===== src/rtl/spike_injector.sv =====
// ----------------------------------------------------------------------------
// spike_injector
//   Turns one-cycle spike events from a neuron core into 42-bit spike flits
//   for the router PE port. Each accepted spike is stamped with the current
//   timestep count and queued; a two-state output stage presents one flit at
//   a time with valid/ready handshaking.
//
// Ports
//   i_clk          single clock, rising edge
//   i_rst_n        asynchronous active-low reset
//   i_spike_valid  one-cycle spike event (no backpressure)
//   i_spike_id     firing neuron index, sampled with i_spike_valid
//   i_tick         one-cycle timestep strobe
//   o_pe_valid     flit valid toward router
//   i_pe_ready     router ready
//   o_pe_data      flit: {3'b001, NODE_ID, timestamp, spike_id}
//   o_drop_cnt     spikes lost to a full queue (saturating)
//   o_busy         queue non-empty or a flit is being held
// ----------------------------------------------------------------------------
module spike_injector #(
    parameter logic [6:0]  NODE_ID    = 7'd0,
    parameter int unsigned FIFO_DEPTH = 4
) (
    input  logic        i_clk,
    input  logic        i_rst_n,
    input  logic        i_spike_valid,
    input  logic [15:0] i_spike_id,
    input  logic        i_tick,
    output logic        o_pe_valid,
    input  logic        i_pe_ready,
    output logic [41:0] o_pe_data,
    output logic [15:0] o_drop_cnt,
    output logic        o_busy
);

    localparam int unsigned   AW       = $clog2(FIFO_DEPTH);
    localparam int unsigned   CW       = AW + 1;
    localparam logic [CW-1:0] FULL_CNT = CW'(FIFO_DEPTH);

    typedef enum logic {
        S_EMPTY,
        S_HOLD
    } state_t;

    state_t        state_q;
    logic          valid_q;
    logic [41:0]   data_q;

    // Queue entries hold {timestamp, spike_id}; the constant header is added on load.
    logic [31:0]   mem_q [FIFO_DEPTH];
    logic [AW-1:0] wr_ptr_q, rd_ptr_q;
    logic [CW-1:0] count_q, count_d;
    logic [15:0]   ts_q, ts_d;
    logic [15:0]   drop_cnt_q, drop_cnt_d;
    logic          armed_q;

    logic          spike_ok;
    logic          full;
    logic          nonempty;
    logic          push;
    logic          drop;
    logic          pop;
    logic [41:0]   head_flit;

    always_comb begin
        // armed_q is low for the first edge after reset release, masking inputs.
        spike_ok  = armed_q & i_spike_valid;
        full      = (count_q == FULL_CNT);
        nonempty  = (count_q != '0);
        // Fullness is judged before any same-edge pop, so a full queue drops.
        push      = spike_ok & ~full;
        drop      = spike_ok & full;
        // In HOLD, valid is high, so i_pe_ready alone completes the handshake.
        pop       = nonempty & ((state_q == S_EMPTY) | i_pe_ready);
        count_d   = count_q + CW'(push) - CW'(pop);
        ts_d      = (armed_q & i_tick) ? ts_q + 16'd1 : ts_q;
        drop_cnt_d = (drop && (drop_cnt_q != '1)) ? drop_cnt_q + 16'd1 : drop_cnt_q;
        head_flit = {3'b001, NODE_ID, mem_q[rd_ptr_q]};
    end

    // Storage array needs no reset: occupancy is cleared instead.
    always_ff @(posedge i_clk) begin
        if (push) begin
            mem_q[wr_ptr_q] <= {ts_q, i_spike_id};
        end
    end

    always_ff @(posedge i_clk or negedge i_rst_n) begin
        if (!i_rst_n) begin
            wr_ptr_q   <= '0;
            rd_ptr_q   <= '0;
            count_q    <= '0;
            ts_q       <= '0;
            drop_cnt_q <= '0;
            armed_q    <= 1'b0;
        end else begin
            if (push) wr_ptr_q <= wr_ptr_q + 1'b1;
            if (pop)  rd_ptr_q <= rd_ptr_q + 1'b1;
            count_q    <= count_d;
            ts_q       <= ts_d;
            drop_cnt_q <= drop_cnt_d;
            armed_q    <= 1'b1;
        end
    end

    // Output stage: EMPTY / HOLD with registered valid and data.
    always_ff @(posedge i_clk or negedge i_rst_n) begin
        if (!i_rst_n) begin
            state_q <= S_EMPTY;
            valid_q <= 1'b0;
            data_q  <= '0;
        end else begin
            case (state_q)
                S_EMPTY: begin
                    if (pop) begin
                        state_q <= S_HOLD;
                        valid_q <= 1'b1;
                        data_q  <= head_flit;
                    end
                end
                S_HOLD: begin
                    if (i_pe_ready) begin
                        if (pop) begin
                            data_q <= head_flit;
                        end else begin
                            state_q <= S_EMPTY;
                            valid_q <= 1'b0;
                        end
                    end
                end
                default: begin
                    state_q <= S_EMPTY;
                    valid_q <= 1'b0;
                end
            endcase
        end
    end

    assign o_pe_valid = valid_q;
    assign o_pe_data  = data_q;
    assign o_drop_cnt = drop_cnt_q;
    assign o_busy     = nonempty | valid_q;

endmodule


===== config.mk =====
export PLATFORM = sky130hd
export DESIGN_NAME = spike_injector
export DESIGN_NICKNAME = d
export VERILOG_FILES = /design/src/rtl/spike_injector.sv
export SDC_FILE = /design/constraint.sdc
export NUM_CORES = 1
export LEC_CHECK = 0
export ABC_AREA = 0
export CORE_UTILIZATION = 53
export CTS_BUF_LIST = sky130_fd_sc_hd__clkbuf_4 sky130_fd_sc_hd__clkbuf_8
export DETAILED_ROUTE_END_ITERATION = 10
export PLACE_DENSITY = 0.78
export SYNTH_ARGS = -nofsm -noshare
export SYNTH_HDL_FRONTEND = slang
export SYNTH_SLANG_ARGS = --single-unit

===== constraint.sdc =====
create_clock -name i_clk -period 2.43 [get_ports i_clk]
set_input_delay 0.6075 -clock i_clk [delete_from_list [all_inputs] [get_ports i_clk]]
set_output_delay 0.6075 -clock i_clk [all_outputs]
set_load 0.1 [all_outputs]

Word-level counts from Yosys, hierarchy flattened --
Memory sizes are Yosys's and may differ from the RTL's. Cells that the tools add are included.
Storage, ports and cells: register bits after elaboration 84, RAM bits 128, bits of input ports 21, output and inout bits 60, logic and storage cells 45, memories 1
Operators by class: add/subtract/negate cells 6, eq/ne operators 5, muxes and demuxes 12, bitwise operators 9, reduce and logical (&&, ||, !) cells 3
Memories:
- mem_q | depth 4, bits a word 32, read ports 1, clocked after Yosys merged registers in 0, write ports 1, line 50 | logic [31:0] mem_q [FIFO_DEPTH];
Operators by type and width (number):
- 42-bit two-way mux | 2
- 42-bit case mux with 2 select lines | 1
- 16-bit by 1-bit adder with 16-bit output, second input constant | 2
- 16-bit inequality test, second input constant | 1
- 1-bit two-way mux | 7
- 2-bit inequality test, second input constant | 3
- 1-bit bitwise AND | 5
- 2-bit by 1-bit adder with 2-bit output, second input constant | 2
- 1-bit case mux with 2 select lines | 2
- 3-bit by 1-bit adder with 3-bit output | 1
- 3-bit equality test, second input constant | 1
- 3-bit AND reduction | 1
- 3-bit nonzero test | 1
- 3-bit by 1-bit subtractor with 3-bit output | 1
- 1-bit inverter | 2
- 1-bit bitwise OR | 2
- 1-bit logical AND | 1

Longest topological paths before layout --
depth after elaboration 6, depth in mapped cells 9

Worst setup path before layout --
OpenSTA, ideal clock, no wires.
path type flip-flop to flip-flop, start reg drop_cnt_q[0], in the netlist o_drop_cnt[0], end reg drop_cnt_q[13], in the netlist o_drop_cnt[13], arrival time 2182 ps, required time 2266 ps, slack 85 ps, stages on the path, launching flop included 7, period minus slack after synthesis 2345 ps, path through dfrtp_1 -> ha_1 -> nand3_1 -> nor4_2 -> buf_2 -> nor3_1 -> xor2_1
Between the ends: word-level cells in the longest chain between the ends 2, elaborated cells between the ends (all ways) 3
Ends and longest elaborated chain:
- start: declaration | line 54 | logic [15:0] drop_cnt_q, drop_cnt_d;
- start signal: assignment | line 101 | drop_cnt_q <= drop_cnt_d;
- parallel branches: the longest is 2 deep, another holds 16-bit by 1-bit adder with 16-bit output
Parallel ways; which one is timed is not known. A chain may end at the register's enable or synchronous reset.

Worst setup path after layout --
start reg count_q[0], end out o_busy
Between the ends: word-level cells in the longest chain between the ends 2
Ends and longest elaborated chain:
- start: declaration | line 52 | logic [CW-1:0] count_q, count_d;
- start signal: assignment | line 99 | count_q <= count_d;
- 3-bit nonzero test | line 69 | nonempty = (count_q != '0);
- 1-bit bitwise OR | line 142 | assign o_busy = nonempty | valid_q;
- end: declaration | line 33 | output logic o_busy
No other way between the ends.

==> results.md <==
- Dpl ws: -233 ps
- Worst path max stage delay: 430 ps
- Cells after Synth: 430
- Gr ovfl total: 0
- Total GRT Usage: 18.4%
- Die Ht: 124 µm
- Register area share after synthesis: 71.9%
- Largest net degree at the start of global routing: 36
- Commonest cells after routing, fill and taps aside: 128 x edfxtp_1, 74 x dfrtp_1, 59 x buf_4
- Antenna Cells: 0
- Worst R2R End: count_q[2]
- Reg2Reg Launch Point: count_q[2]
- Max-slew violations: 0
- Die area: 15500 µm²
- Final period util: 95.3%
- Synth Area in Compound Gates: 0.456%
- Starting Density: 54.5%
- Footprint of the multi-input gates: 2050 µm²
- Cell Pwr Density: 1320 nW/µm²
- Clk root buf: clkbuf_8
- CTS clk-pin slew, worst paths: 60 ps
- Yosys cell types: 37
- Via-to-Cell Ratio: 5.40
- Yosys reg bits: 203
- Clk_lat worst skew: 500 ps
- Max_slew headroom: 65.3%
- Hold buffer count at CTS: 0
- Row Count: 44
- Fillers: 971
- Mux share of post-synthesis cell area: 14.0%
- CTS sink count: 203
- GPL Wtd Cong: 0.763
- Post-detailed-placement half-perimeter wirelength: 8350 µm
- Critical path class: reg -> out
- Core Area: 14600 µm²
- Die W: 124 µm
- Crit path arrival time: 1710 ps
- Status: finished, final reports clean
- CTS Buf Count: 34
- Initial DRC Count: 194
- Largest family of logic cells by synthesized area: multiplexers
- DRC Markers: 0
- Least-Margin Pin Slew: 520 ps
- Setup crit start kind: flop
- Final Net Count: 570
- Worst-path cell chain: nor3_2, buf_4, or2b_1, buf_12
- Antenna viol nets, final: 0
- Hold Fails Final Rpt: 0
- Simple-gate portion of the synthesized area: 5.46%
- Crit path capture type: output port
- Max-cap violations: 0
- Worst reg-to-reg setup slack: 300 ps
- Syn-to-layout area delta: 20.0%
- Initial antenna violation count: 0
- TritonCTS clock tree: yes
- Tot Pwr: 12600 µW
- Register area: 5720 µm²
- Slowest stage cell, crit path: dfrtp_1
- Critical Path RT: 1820 ps
- Static Leak: 0.00375 µW
- XOR/XNOR Fraction of Synth Area: 3.75%
- Synth Area in Adders: 1.51%
- Peak Freq: 432 MHz
- Worst reg2reg path depth: 9
- CP max FO: 4
- Final worst slack: 114 ps
- Share of layout cells above drive strength 1: 34.9%
- 1st-pass router iterations: 4
- H-tree depth: 2
- DR WL/cell: 17.9 µm
- Most common cell after layout, fill and taps aside: edfxtp_1
- Max VDD drop: 892 µV
- Synthesized area per cell: 18.5 µm²
- Clock skew: 10.7 ps
- Count of final setup violators: 0
- Number of global-route vias before repair: 4292
- DRT Wirelength: 13400 µm
- Number of I/O port buffers: 71
- Min-delay worst type: in -> async
- Tmin final: 2320 ps
- Syn Std Cell Area: 7950 µm²
- Warnings, synthesis: 0
- CTS max path bufs: 3
- # IOs: 81
- Global-route wire length before repair: 22100 µm
- Via count: 4038
[cell families (layout without fill, tap and decap cells)]
kind of cell | count (synthesis) | count (layout)
buffers and inverters | 33 | 159
other | 2 | 10
AOI/OAI and AO/OA | 6 | 6
DFF | 203 | 203
xor gates and xnor gates | 34 | 34
muxes | 66 | 66
adders and majority gates | 9 | 9
and+or+nand+nor | 77 | 77
[flip-flops by register name, indices dropped and copies added (netlist names)]
signal / flops
wr_ptr_q: 2
o_pe_data: 33
o_drop_cnt: 16
count_q: 3
mem_q: 128
armed_q: 1
ts_q: 16
o_pe_valid: 1
state_q: 1
rd_ptr_q: 2
[worst max-delay path: cells and delay by family, from the launching register on]
kind | cells | cell delay, ps
flops | 1 | 430
simple gates | 2 | 450
buf+inv | 2 | 330
[through the flow]
step | util (%) | instance area (µm²) | TNS (ps) | hold WS [ps] | cells
6_report | 65.4 | 9540 | 0 | 24.8 | 748
5_1_grt | 65.4 | 9540 | -12.9 | 16.6 | 748
4_1_cts | 65.4 | 9540 | 0 | 8.38 | 748
2_1_floorplan | - | 7980 | 0 | 312 | 438
3_3_place_gp | 60.8 | 8870 | -162 | 453 | 688
3_5_place_dp | 60.8 | 8870 | -233 | 455 | 688
[synth_stat cells]
cell	n	share of area, %
o21ai_0	4	0.25
clkbuf_1	2	0.094
or2_2	1	0.079
inv_1	11	0.52
conb_1	2	0.094
and2_1	4	0.31
buf_1	1	0.047
a21oi_2	1	0.11
nor3b_4	1	0.24
mux4_1	3	0.99
and3_1	5	0.39
nor3_2	2	0.25
nor3b_1	1	0.094
buf_2	2	0.13
or2b_1	1	0.094
nand2_1	16	0.76
nand2b_1	1	0.079
nand3_1	7	0.44
xor2_1	25	2.8
nor4_1	2	0.16
mux4_2	29	8.2
nor2_1	9	0.42
mux2_2	34	4.8
ha_1	8	1.3
dfrtp_1	75	24
or3_1	2	0.16
a21boi_0	1	0.094
nand4_1	7	0.55
edfxtp_1	128	48
xnor2_1	9	0.99
nor4_2	1	0.16
fa_1	1	0.25
buf_6	8	1.1
nand3_2	1	0.13
and4_1	3	0.33
buf_4	9	0.85
nor3_1	13	0.82
[layout make-up]
cell class                 count  share of cell area (%)
clock buffer                  49                    6.35
clock inverter                11                   0.616
inverter                      11                   0.433
multi-input combinational    202                    21.5
sequential                   203                    60.0
tap                          184                    2.41
timing repair buffer          88                    8.73
[how the worst max path moves through the flow]
stage / from / end / slack [ps] / cells after the start
floorplan: o_drop_cnt[0] / o_drop_cnt[13] / 80 / 6
global placement: i_spike_valid / count_q[2] / -160 / 10
detailed placement: i_spike_valid / count_q[2] / -230 / 10
CTS: count_q[0] / o_busy / 50 / 4
global route: count_q[0] / o_busy / -10 / 4
finish: count_q[0] / o_busy / 110 / 4
[metal layers]
| metal | track usage (%) | vias up | share of wire, % |
|---|---|---|---|
| li1 | - | 1846 | - |
| met1 | 23.5 | 2089 | 42 |
| met4 | 6.17 | 0 | 1.7 |
| met5 | 0 | - | 0 |
| met3 | 4.68 | 18 | 4.0 |
| met2 | 30.9 | 85 | 52 |
[power breakdown]
group          switching [µW]  leakage (µW)  internal [µW]
combinational            3260       0.00132           1580
sequential                480       0.00208           4390
clock                    1260      0.000351           1610
total                    5000       0.00375           7590
[repair_timing]
| action | CTS | global route |
|---|---|---|
| setup endpoints to repair | 0 | 1 |
| gates resized for setup | 0 | 1 |
| setup buffers | 0 | 0 |
Power figures use the tool's default switching activity.
